File: config.mk
export PLATFORM = sky130hd
export DESIGN_NAME = lsu_axi_gen2
export DESIGN_NICKNAME = d
export VERILOG_FILES = /design/src/rtl/lsu_axi_gen2.sv
export SDC_FILE = /design/constraint.sdc
export NUM_CORES = 1
export LEC_CHECK = 0
export BUFFER_PORTS_ARGS = -buffer_cell sky130_fd_sc_hd__buf_4
export CORE_AREA = 2 2 170 172
export DETAILED_ROUTE_END_ITERATION = 12
export DIE_AREA = 0 0 172 174
export PLACE_DENSITY = 0.57
export RECOVER_POWER = 100
export SYNTH_ARGS = -nofsm -noshare
export SYNTH_HDL_FRONTEND = slang
export SYNTH_SLANG_ARGS = --single-unit
File: constraint.sdc
create_clock -name clock -period 6.4 [get_ports clock]
set_clock_uncertainty 0.1 [all_clocks]
set_input_delay 0.32 -clock clock [delete_from_list [all_inputs] [get_ports clock]]
set_output_delay 0.32 -clock clock [all_outputs]
set_load 0.01 [all_outputs]
File: src/rtl/lsu_axi_gen2.sv
// Load/store unit between EX and WB: one single-beat AXI4 read or write per accepted bundle.
// Build option: define LSU_MISALIGN_CHECK_EN to fault misaligned accesses instead of issuing them.
module lsu_axi_gen2 #(
   parameter int ADDR_W = 32,
   parameter int DATA_W = 32,
   parameter int ID_W   = 4,
   parameter int AXI_ID = 0,
   parameter int SB_W   = 72
) (
   input  logic                clock,
   input  logic                reset,
   input  logic                in_valid,
   output logic                in_ready,
   input  logic                in_mem_ren,
   input  logic                in_mem_wen,
   input  logic [2:0]          in_funct3,
   input  logic [ADDR_W-1:0]   in_addr,
   input  logic [DATA_W-1:0]   in_wdata,
   input  logic [SB_W-1:0]     in_sb,
   output logic                out_valid,
   input  logic                out_ready,
   output logic [DATA_W-1:0]   out_rdata,
   output logic [1:0]          out_fault,
   output logic [SB_W-1:0]     out_sb,
   output logic                awvalid,
   input  logic                awready,
   output logic [ADDR_W-1:0]   awaddr,
   output logic [ID_W-1:0]     awid,
   output logic [7:0]          awlen,
   output logic [2:0]          awsize,
   output logic [1:0]          awburst,
   output logic                wvalid,
   input  logic                wready,
   output logic [DATA_W-1:0]   wdata,
   output logic [DATA_W/8-1:0] wstrb,
   output logic                wlast,
   input  logic                bvalid,
   output logic                bready,
   input  logic [1:0]          bresp,
   input  logic [ID_W-1:0]     bid,
   output logic                arvalid,
   input  logic                arready,
   output logic [ADDR_W-1:0]   araddr,
   output logic [ID_W-1:0]     arid,
   output logic [7:0]          arlen,
   output logic [2:0]          arsize,
   output logic [1:0]          arburst,
   input  logic                rvalid,
   output logic                rready,
   input  logic [DATA_W-1:0]   rdata,
   input  logic [1:0]          rresp,
   input  logic                rlast,
   input  logic [ID_W-1:0]     rid,
   output logic                busy
);
   localparam int STRB_W = DATA_W / 8;
   localparam int OFF_W  = $clog2(STRB_W);

   typedef enum logic [2:0] {IDLE, RADDR, RDATA, WREQ, WRESP, DONE} state_t;

   state_t              state_q, state_d;
   logic [ADDR_W-1:0]   addr_q, addr_d;
   logic [DATA_W-1:0]   wdata_q, wdata_d;
   logic [2:0]          funct3_q, funct3_d;
   logic [SB_W-1:0]     sb_q, sb_d;
   logic [DATA_W-1:0]   rdata_q, rdata_d;
   logic [1:0]          fault_q, fault_d;
   logic                aw_done_q, aw_done_d;
   logic                w_done_q, w_done_d;
   logic                accept, mem_op, mem_legal, mem_aligned;
   logic [OFF_W-1:0]    off;
   logic [3:0]          nbytes;
   logic [15:0]         strb_full;
   logic                unused_ok;

   function automatic logic load_ok(input logic [2:0] f3);
      case (f3)
         3'b000, 3'b001, 3'b010, 3'b100, 3'b101: load_ok = 1'b1;
         3'b011, 3'b110:                         load_ok = (DATA_W == 64);
         default:                                load_ok = 1'b0;
      endcase
   endfunction

   function automatic logic store_ok(input logic [2:0] f3);
      case (f3)
         3'b000, 3'b001, 3'b010: store_ok = 1'b1;
         3'b011:                 store_ok = (DATA_W == 64);
         default:                store_ok = 1'b0;
      endcase
   endfunction

   function automatic logic is_aligned(input logic [2:0] a, input logic [1:0] sz);
      case (sz)
         2'b00:   is_aligned = 1'b1;
         2'b01:   is_aligned = ~a[0];
         2'b10:   is_aligned = (a[1:0] == 2'b00);
         default: is_aligned = (a[2:0] == 3'b000);
      endcase
   endfunction

   // Sign/zero extension of the lane-aligned load data; funct3[2] selects zero extension.
   function automatic logic [DATA_W-1:0] load_ext(input logic [DATA_W-1:0] d, input logic [2:0] f3);
      int   keep;
      logic fill;
      case (f3[1:0])
         2'b00:   begin keep = 8;      fill = d[7];  end
         2'b01:   begin keep = 16;     fill = d[15]; end
         2'b10:   begin keep = 32;     fill = d[31]; end
         default: begin keep = DATA_W; fill = 1'b0;  end
      endcase
      fill = fill & ~f3[2];
      for (int i = 0; i < DATA_W; i++)
         load_ext[i] = (i < keep) ? d[i] : fill;
   endfunction

   assign off       = addr_q[OFF_W-1:0];
   assign nbytes    = 4'd1 << funct3_q[1:0];
   assign strb_full = ((16'd1 << nbytes) - 16'd1) << off;

   assign in_ready  = (state_q == IDLE) | ((state_q == DONE) & out_ready);
   assign accept    = in_valid & in_ready;
   assign busy      = (state_q != IDLE);
   assign out_valid = (state_q == DONE);
   assign out_rdata = rdata_q;
   assign out_fault = fault_q;
   assign out_sb    = sb_q;

   assign arvalid = (state_q == RADDR);
   assign araddr  = addr_q;
   assign arid    = ID_W'(AXI_ID);
   assign arlen   = 8'd0;
   assign arsize  = {1'b0, funct3_q[1:0]};
   assign arburst = 2'b01;
   assign rready  = (state_q == RDATA);

   assign awvalid = (state_q == WREQ) & ~aw_done_q;
   assign awaddr  = addr_q;
   assign awid    = ID_W'(AXI_ID);
   assign awlen   = 8'd0;
   assign awsize  = {1'b0, funct3_q[1:0]};
   assign awburst = 2'b01;
   assign wvalid  = (state_q == WREQ) & ~w_done_q;
   assign wdata   = wdata_q << {off, 3'b000};
   assign wstrb   = strb_full[STRB_W-1:0];
   assign wlast   = 1'b1;
   assign bready  = (state_q == WRESP);

   assign unused_ok = ^{bid, rid, rlast, strb_full};

   always_comb begin
      state_d   = state_q;
      addr_d    = addr_q;
      wdata_d   = wdata_q;
      funct3_d  = funct3_q;
      sb_d      = sb_q;
      rdata_d   = rdata_q;
      fault_d   = fault_q;
      aw_done_d = aw_done_q;
      w_done_d  = w_done_q;
      mem_op    = in_mem_ren | in_mem_wen;
      mem_legal = in_mem_ren ? load_ok(in_funct3) : store_ok(in_funct3);
`ifdef LSU_MISALIGN_CHECK_EN
      mem_aligned = is_aligned(in_addr[2:0], in_funct3[1:0]);
`else
      mem_aligned = 1'b1;
`endif
      case (state_q)
         RADDR: if (arready) state_d = RDATA;
         RDATA: begin
            if (rvalid) begin
               rdata_d = (rresp != 2'b00) ? '0 : load_ext(rdata >> {off, 3'b000}, funct3_q);
               fault_d = (rresp != 2'b00) ? 2'b01 : 2'b00;
               state_d = DONE;
            end
         end
         WREQ: begin
            // AW and W complete independently; either order or together
            aw_done_d = aw_done_q | awready;
            w_done_d  = w_done_q | wready;
            if (aw_done_d & w_done_d) state_d = WRESP;
         end
         WRESP: begin
            if (bvalid) begin
               if (bresp != 2'b00) fault_d = 2'b10;
               state_d = DONE;
            end
         end
         DONE:    if (out_ready) state_d = IDLE;
         default: ;
      endcase
      if (accept) begin
         addr_d    = in_addr;
         wdata_d   = in_wdata;
         funct3_d  = in_funct3;
         sb_d      = in_sb;
         rdata_d   = '0;
         fault_d   = 2'b00;
         aw_done_d = 1'b0;
         w_done_d  = 1'b0;
         if (mem_op & ~(mem_legal & mem_aligned)) begin
            fault_d = 2'b11;
            state_d = DONE;
         end else if (in_mem_ren) begin
            state_d = RADDR;
         end else if (in_mem_wen) begin
            state_d = WREQ;
         end else begin
            state_d = DONE;
         end
      end
   end

   always_ff @(posedge clock) begin
      if (reset) begin
         state_q   <= IDLE;
         sb_q      <= '0;
         rdata_q   <= '0;
         fault_q   <= 2'b00;
         aw_done_q <= 1'b0;
         w_done_q  <= 1'b0;
      end else begin
         state_q   <= state_d;
         sb_q      <= sb_d;
         rdata_q   <= rdata_d;
         fault_q   <= fault_d;
         aw_done_q <= aw_done_d;
         w_done_q  <= w_done_d;
      end
   end

   // Request payload registers carry no reset; they are only observed behind a valid.
   always_ff @(posedge clock) begin
      addr_q   <= addr_d;
      wdata_q  <= wdata_d;
      funct3_q <= funct3_d;
   end
endmodule

* Yosys cells after proc, flatten, opt, wreduce, memory -nomap -nowiden
Cells that the tools add are included.
** Storage, ports and cells
- Register bits :: 178
- Input bits :: 195
- Output and inout port bits :: 249
- Logic and storage cells :: 152
** Operators by class
- Add/sub/neg operators :: 1
- Order comparisons :: 32
- Equal/unequal tests :: 17
- Shift operators :: 5
- Muxes and demuxes :: 59
- Bitwise gates (word level) :: 15
- Reduce and logical (&&, ||, !) cells :: 14
** Operators by type and width (count)
- 6-bit by 32-bit < comparator with 1-bit output, first input constant :: 16
- 5-bit by 32-bit < comparator with 1-bit output, first input constant :: 8
- 4-bit by 32-bit < comparator with 1-bit output, first input constant :: 4
- 32-bit 2-to-1 mux :: 3
- 3-bit by 32-bit < comparator with 1-bit output, first input constant :: 2
- 1-bit 2-to-1 mux :: 38
- 1-bit by 32-bit < comparator with 1-bit output, first input constant :: 1
- 2-bit by 32-bit < comparator with 1-bit output, first input constant :: 1
- 32-bit by 5-bit left shift with 32-bit output :: 1
- 32-bit by 5-bit >> shifter with 32-bit output :: 1
- 3-bit 2-to-1 mux :: 9
- 1-bit by 4-bit left shift with 16-bit output, first input constant :: 1
- 16-bit by 2-bit left shift with 4-bit output :: 1
- 16-bit by 1-bit subtractor with 16-bit output, second input constant :: 1
- 3-bit one-hot mux with 5 select lines :: 1
- 3-bit equality test, second input constant :: 4
- 6-bit one-hot mux with 2 select lines :: 1
- 2-bit 2-to-1 mux :: 5
- 3-bit by 2-bit equality test with 1-bit output, second input constant :: 3
- 3-bit by 1-bit != test with 1-bit output, second input constant :: 3
- 3-bit by 2-bit != test with 1-bit output, second input constant :: 3
- 1-bit AND :: 7
- 3-bit by 1-bit equality test with 1-bit output, second input constant :: 2
- 3-bit zero test :: 2
- 17 further kinds :: 25

* Longest topological paths before layout
Gate-level depths: netlist of the first run.
- Depth in word-level cells :: 8
- Mapped depth :: 9
- Depth with buffers taken out :: 6

* Least setup slack after synthesis of the first run
Ideal clock, no wire load.
- Path type :: reg2reg
- Start :: register state_q[2]
- End :: register addr_q[0] (netlist: araddr[0]) (enable)
- Library setup time :: 0.458 ns
- Data arrival time :: 3.057 ns
- Data required time :: 5.842 ns
- Slack :: 2.785 ns
- Stages on the path, launching flop included :: 7
- Buffers on the path :: 3
- Period minus slack after synthesis :: 3.615 ns
- Cell sequence :: dfxtp_1 buf_4 nand3_1 a211o_1 buf_6 inv_1 clkbuf_1
** Between the ends
- Longest elaborated chain between the ends :: 4
- Elaborated cells on any way between the ends :: 5
- Classes of those cells :: 1 x eq/ne; 3 x bitwise; 1 x reduce/logical
** Ends and longest elaborated chain
- start, declared :: RTL line 61 : state_t state_q, state_d;
- start signal, assigned :: RTL line 222 : state_q <= state_d;
- 3-bit equality test :: RTL line 120 : assign in_ready = (state_q == IDLE) | ((state_q == DONE) & out_ready);
- 1-bit AND :: RTL line 120
- 1-bit OR (*) :: RTL line 120
- 1-bit AND (*) :: RTL line 121 : assign accept = in_valid & in_ready;
- end signal, assigned :: RTL line 233 : addr_q <= addr_d;
- end, declared :: RTL line 62 : logic [ADDR_W-1:0] addr_q, addr_d;
Mark *: on every way between the ends. The rest lies on a longest branch, timed or not.
A chain may end at the register's enable or synchronous reset.

* Worst setup path in the final report of the first run
- Start :: register addr_q[1] (netlist: araddr[1])
- End :: output wdata[21]
** Between the ends
- Longest elaborated chain between the ends :: 1
** Ends and longest elaborated chain
- 32-bit by 5-bit left shift with 32-bit output :: RTL line 143 : assign wdata = wdata_q << {off, 3'b000};
- end, declared :: RTL line 34 : output logic [DATA_W-1:0] wdata,
No other way between the ends.

==> results of run 1 <==
-- power groups by stage --
stage / logic, µW / clock network, µW / registers, µW
after global routing: 1280 / 1220 / 1540
after detailed placement: 1320 / 0 / 1540
final: 1150 / 1140 / 1520
after global placement: 1310 / 0 / 1530
after floorplan: 736 / 0 / 1560
after CTS: 1350 / 1170 / 1520
-- worst paths after layout --
kind / startpoint / to / slack (ns) / cells past startpoint
setup reg to reg: state_q[0] / out_rdata[31] / 1.93 / 6
hold / removal: in_sb[22] / out_sb[22] / 0.04 / 3
setup / recovery: araddr[1] / wdata[21] / 1.91 / 5
hold reg to reg: out_sb[27] / out_sb[27] / 0.35 / 2
-- cell usage after synthesis (7+ instances only) --
| library cell | n |
|---|---|
| a211oi_1 | 10 |
| a21oi_1 | 96 |
| a221o_1 | 8 |
| a22o_1 | 16 |
| a32oi_1 | 7 |
| and2_1 | 9 |
| and3_1 | 10 |
| buf_2 | 20 |
| buf_4 | 69 |
| clkbuf_1 | 27 |
| dfxtp_1 | 111 |
| edfxtp_1 | 67 |
| inv_1 | 10 |
| mux2i_1 | 45 |
| nand2_1 | 174 |
| nor2_1 | 32 |
| nor2b_1 | 10 |
| o21ai_0 | 26 |
-- layout make-up --
type	count	area, µm²
Multi-Input combinational cell	520	2900
Timing Repair Buffer	478	2940
Clock buffer	22	508
Tap cell	384	480
Clock inverter	10	130
Fill cell	3035	17000
Inverter	10	40.0
Sequential cell	178	4230
-- registers in the layout, indices dropped and copies added, names as in the netlist --
register and count:
araddr 32, aw_done_q 1, funct3_q 3, out_fault 2
out_rdata 32, out_sb 72, state_q 3, w_done_q 1
wdata_q 32
-- cell usage in the layout (no fill, tap or decap), types with 7 or more instances in the layout --
cell type,synthesis,final
dlygate4sd3_1,0,67
nor2_1,32,32
a22o_1,16,16
mux2i_1,45,45
and3_1,10,10
dfxtp_1,111,111
conb_1,2,31
a21oi_1,96,96
clkbuf_1,27,218
edfxtp_1,67,67
inv_1,10,9
clkbuf_4,0,62
a211oi_1,10,10
a32oi_1,7,7
buf_4,69,132
a221o_1,8,8
o21ai_0,26,26
nand2_1,174,174
clkbuf_16,0,20
and2_0,0,7
nor2b_1,10,10
-- logic make-up (layout without fill, tap and decap cells) --
| group | Yosys count | in the layout | synth area share, % |
|---|---|---|---|
| adders and majority gates | 3 | 3 | 0.480 |
| other | 2 | 31 | 0.0960 |
| muxes | 45 | 45 | 5.76 |
| AOI/OAI and AO/OA | 184 | 184 | 14.9 |
| and+or+nand+nor | 257 | 257 | 14.4 |
| DFF | 178 | 178 | 54.1 |
| buffers and inverters | 131 | 520 | 10.2 |
-- tightest hold or removal path: cells and delay by family --
family / cells / cell delay, ns
buffers and inverters: 1 / 0.11
AOI/OAI and AO/OA: 1 / 0.05
and+or+nand+nor: 1 / 0.04
-- layer usage --
layer,vias up,wire (µm),global-route usage [%]
met5,-,0,0
met1,3378,11300,20.9
li1,3502,-,-
met3,15,2020,5.31
met2,246,12900,29.0
met4,0,247,3.57
-- stage by stage --
stage          util [%]  setup WS [ns]  hold WS [ns]
2_1_floorplan         -           2.79         0.319
3_3_place_gp       38.0           2.72         0.342
4_1_cts            42.7           2.63        0.0140
5_1_grt            39.8           1.55        0.0270
3_5_place_dp       38.0           2.67         0.348
6_report           39.8           1.91        0.0401
==> flow_metrics.py, run 1 <==
metrics = {
    "pwr": {
        "power_frac_comb_pct": 30.3,
        "power_leakage_uw": 0.00449,
        "power_density_nw_per_um2": 339,
        "p_clk_share_pct": 29.8,
        "total_power_uw": 3810,
        "peakVddDrop_v": 0.000135,
        "p_sw_uw": 1350,
        "intPower_uw": 2460,
        "p_seq_share_pct": 39.9,
        "switching_share_pct": 35.4,
    },
    "critical_path": {
        "cp_cell_sequence": "clkbuf_1 -> clkbuf_1 -> mux2i_1 -> o21ai_0 -> clkbuf_1",
        "cp-end-kind": "primary output",
        "critPathMaxStageDelay_ns": 1.38,
        "crit_arrival_ns": 4.07,
        "crit_slowest_cell": "clkbuf_1",
        "worst_path_most_repeated_cell": "clkbuf_1",
        "required_ns": 5.98,
        "worstSetupPathType": "flop to primary output",
        "critPathMaxFanout": 33,
        "cp-start-kind": "flop",
        "path_delay_family": "buffers and inverters",
        "path_buf_inv": 3,
    },
    "layout": {
        "nNetsFinal": 1403,
        "syn_to_final_growth_pct": 43.6,
        "final_area_um2": 11200,
        "final_layout_size_suffix_gt1_share_pct": 19.2,
        "num_antenna_cells": 0,
        "stdcell_count": 1602,
    },
    "clock_tree": {
        "path_clk_slew_ns": 0.07,
        "cts-resized-gates": 0,
        "cts_tree": "built",
        "post_cts_buffers": 0,
        "htreeDepth": 4,
        "cts_buffer_depth": 2,
        "cts_buffers": 17,
        "cts-root-buf": "clkbuf_16",
        "clk_latency_ns": 0.42,
        "cts.sinks": 178,
        "holdBufCountCts": 67,
    },
    "routing": {
        "via_per_inst": 4.46,
        "ant_nets": 0,
        "drtPass1Iterations": 4,
        "num_vias": 7141,
        "drt-initial-drc-count": 327,
        "drt_wl_total_um": 26500,
        "routedWlPerCell_um": 16.5,
        "drc": 0,
    },
    "outcome": {
        "failed_checks": "capacitance limit, slew limit",
        "status": "complete, but fails checks",
    },
    "yosys": {
        "synthTopCellsByArea": "dfxtp_1 28%, edfxtp_1 26%, nand2_1 8.4%",
        "netlist_instances": 800,
        "syn_area_um2": 7820,
        "synth_top_cell_area_share_pct": 28.4,
        "synth.yosys.seq_area_share_pct": 54.1,
        "synth_top_area_cell": "dfxtp_1",
        "ys_ff_latch": 178,
        "synth_edf_count": 67,
        "yosysUniqueCellTypes": 50,
        "synth.avg_cell_area_um2": 9.78,
        "yosys_warnings": 0,
        "synthFlopType": "dfxtp_1",
        "ys_async_sr_fraction_pct": 0,
    },
    "grt": {
        "overflow": 0,
        "grt_max_degree": 85,
        "grt_pass1_wl_um": 39400,
        "grt_antenna_before_repair": 0,
        "grt_usage_pct": 16.9,
        "grt_pass1_vias": 7067,
    },
    "floorplan": {
        "fp.coreArea_um2": 28200,
        "io_pins": 444,
        "die_w_um": 172,
        "initial_core_util_pct": 27.7,
        "die_h_um": 174,
        "die_area_um2": 29900,
        "row_count": 62,
    },
    "placement": {
        "dp.cells": 1503,
        "dp_hpwl_um": 19000,
        "numPortBuffers": 403,
        "placed_area_um2": 10700,
        "globalplace.congestion": 0.829,
    },
    "job": {
        "cap_viol_max_count": 3,
    },
    "sta": {
        "max_slew_margin_pct": -35.0,
        "fin_crit_sh_pct": 70.1,
        "setup_tns_ns": 0,
        "fmax_ghz": 0.223,
        "rsz0062_at_grt": "no",
        "drv_slew": 144,
        "setup_viol": 0,
        "hold_viol": 0,
        "worst_pin_slew_ns": 2.03,
        "period_minus_slack_ns": 4.49,
    },
    "min_path": {
        "hp-class": "primary input to flop",
    },
}
Power figures use the tool's default switching activity.
==> run 2, diff against run 1 <==
--- a/config.mk
+++ b/config.mk
@@ -9,7 +9,7 @@
 export CORE_AREA = 2 2 170 172
 export DETAILED_ROUTE_END_ITERATION = 12
 export DIE_AREA = 0 0 172 174
-export PLACE_DENSITY = 0.57
+export PLACE_DENSITY = 0.59
 export RECOVER_POWER = 100
 export SYNTH_ARGS = -nofsm -noshare
 export SYNTH_HDL_FRONTEND = slang
==> constraint.sdc (replaced) <==
create_clock -name clock -period 4.1 [get_ports clock]
set_clock_uncertainty 0.1 [all_clocks]
set_input_delay 0.205 -clock clock [delete_from_list [all_inputs] [get_ports clock]]
set_output_delay 0.205 -clock clock [all_outputs]
set_load 0.01 [all_outputs]
==> run 2 against run 1 <==
  * The run still ends with capacitance limit, slew limit left
  * Die area stayed put
  * Worst setup slack worse by 1.1 ns
  * Critical path depth stayed put
  * Via count grew 4.4%
  * Sequential power up 55%
  * Register-to-register slack lost 1.2 ns
==> flow_metrics.py, run 2 (synthesis gave the netlist of run 1 again) <==
metrics = {
    "placement": {
        "dp_slack_ns": 1.31,
        "dp_hpwl_um": 19200,
        "numPortBuffers": 403,
        "globalplace.congestion": 0.811,
    },
    "pwr": {
        "intPower_uw": 3730,
        "p_seq_share_pct": 40.4,
        "power_leakage_uw": 0.00478,
        "power_frac_comb_pct": 32.3,
        "peakVddDrop_v": 0.000271,
        "switching_share_pct": 36.1,
        "power_density_nw_per_um2": 490,
        "p_clk_share_pct": 27.3,
        "p_sw_uw": 2110,
    },
    "outcome": {
        "status": "complete, but fails checks",
        "failed_checks": "capacitance limit, slew limit",
    },
    "grt": {
        "overflow": 0,
        "grt_util_met1_pct": 21.9,
        "grt_max_degree": 79,
        "grt_usage_pct": 17.9,
        "grt_pass1_wl_um": 41500,
        "grt_util_met3_pct": 6.12,
        "grt_antenna_before_repair": 3,
        "grtUsageMet2_pct": 30.3,
        "grt_pass1_vias": 7544,
        "top_usage_layer": "met2",
    },
    "sta": {
        "setup_viol": 0,
        "drv_slew": 152,
        "fin_crit_sh_pct": 81.1,
        "fmax_ghz": 0.301,
        "finalWorstSetupSlack_ns": 0.777,
        "rsz0062_at_grt": "no",
        "worst_pin_slew_ns": 1.68,
        "max_slew_margin_pct": -12.0,
        "holdWs_ns": 0.0321,
        "hold_viol": 0,
        "period_minus_slack_ns": 3.32,
        "setup_tns_ns": 0,
    },
    "min_path": {
        "min_delay_path_depth": 3,
        "whs_endpoint": "state_q[1]",
        "hp-class": "primary input to flop",
        "hold_start": "in_mem_wen",
    },
    "critical_path": {
        "cp-start-kind": "flop",
        "worstSetupPathType": "flop to flop",
        "critPathMaxFanout": 64,
        "timing.rr.start": "araddr[0]",
        "r2r_cells": 5,
        "cp-end-kind": "flop",
        "required_ns": 4.33,
        "crit_arrival_ns": 3.55,
        "r2r-end": "out_rdata[19]",
        "startpoint": "araddr[0]",
        "r2r_slack_ns": 0.78,
    },
    "routing": {
        "drc": 0,
        "ant_nets": 0,
        "drtPass1Iterations": 4,
        "routedWlPerCell_um": 16.2,
        "via_per_inst": 4.43,
        "drt_wl_total_um": 27300,
        "num_vias": 7453,
        "drt-initial-drc-count": 342,
    },
    "clock_tree": {
        "cts_buffer_depth": 2,
        "clk_latency_ns": 0.44,
        "cts.sinks": 178,
        "post_cts_buffers": 0,
        "cts-root-buf": "clkbuf_16",
        "cts_tree": "built",
        "path_clk_slew_ns": 0.07,
        "cts_buffers": 17,
        "htreeDepth": 4,
    },
    "layout": {
        "nNetsFinal": 1482,
        "finish.utilization_pct": 42.2,
        "most-common-layout-cells": "219 x clkbuf_1, 174 x nand2_1, 143 x dlygate4sd3_1",
        "largest_reg_flops": 72,
        "syn_to_final_growth_pct": 52.4,
        "final_layout_size_suffix_gt1_share_pct": 18.1,
        "final_common_cell": "clkbuf_1",
    },
    "floorplan": {
        "row_count": 62,
        "die_w_um": 172,
        "die_h_um": 174,
        "io_pins": 444,
        "initial_core_util_pct": 27.7,
        "die_area_um2": 29900,
        "fp.coreArea_um2": 28200,
    },
    "job": {
        "cap_viol_max_count": 2,
    },
}
[run 2: cell count changes in the layout (fill, tap and decap cells not counted), moves of 2 or more]
| cell | previous run | this run |
|---|---|---|
| clkbuf_16 | 20 | 17 |
| dlygate4sd3_1 | 67 | 143 |
| clkbuf_2 | 1 | 4 |
| and2_0 | 7 | 4 |
| and2_1 | 2 | 5 |
| inv_4 | 1 | 4 |
| clkinv_4 | 0 | 3 |
| diode_2 | 0 | 2 |
[run 2: worst max-delay path by stage]
| stage | depth (start not counted) | end | slack [ns] |
|---|---|---|---|
| after CTS | 5 | wdata[1] | 1.20 |
| after global routing | 6 | state_q[1] | 0.50 |
| after detailed placement | 5 | out_rdata[19] | 1.31 |
| after floorplan | 6 | araddr[0] | 0.49 |
| final | 5 | out_rdata[19] | 0.78 |
| after global placement | 6 | out_rdata[15] | 1.38 |
[run 2: worst max-delay path, cell delays in order (launching register included)]
cell and delay (ns):
edfxtp_1 0.37, clkbuf_2 1.07, a311oi_1 0.18, o31ai_1 0.96, o21ai_0 0.26, a22o_1 0.27
[run 2: per-stage QoR]
step	instance area [µm²]	cells	total power, µW
2_1_floorplan	7930	829	3580
3_3_place_gp	10800	1506	4450
3_5_place_dp	10800	1506	4470
4_1_cts	12800	1680	6200
5_1_grt	11900	1682	6200
6_report	11900	1682	5840
[run 2: repair_timing]
action,in CTS,in global routing
endpoints found under the hold margin,143,0
resized for setup,0,0
hold buffers,143,0
[run 2: cell type report]
class,instances,area [µm²]
fill,2924,16300
sequential,178,4230
timing repair buffer,557,3710
multi-input combinational,520,2890
tap,384,480
clock buffer,19,443
clock inverter,12,120
inverter,10,40.0
antenna,2,5.00
[run 2: power by group through the flow]
| stage | clock network, µW | logic, µW | registers, µW |
|---|---|---|---|
| 3_3_place_gp | 0 | 2060 | 2380 |
| 2_1_floorplan | 0 | 1150 | 2430 |
| 4_1_cts | 1660 | 2190 | 2350 |
| 5_1_grt | 1730 | 2080 | 2390 |
| 6_report | 1600 | 1890 | 2360 |
| 3_5_place_dp | 0 | 2080 | 2390 |
[run 2: metal layers]
metal | wire [µm] | vias to the layer above
met5 | 16 | -
met4 | 361 | 2
met3 | 2100 | 26
met2 | 13300 | 267
met1 | 11500 | 3499
li1 | - | 3659
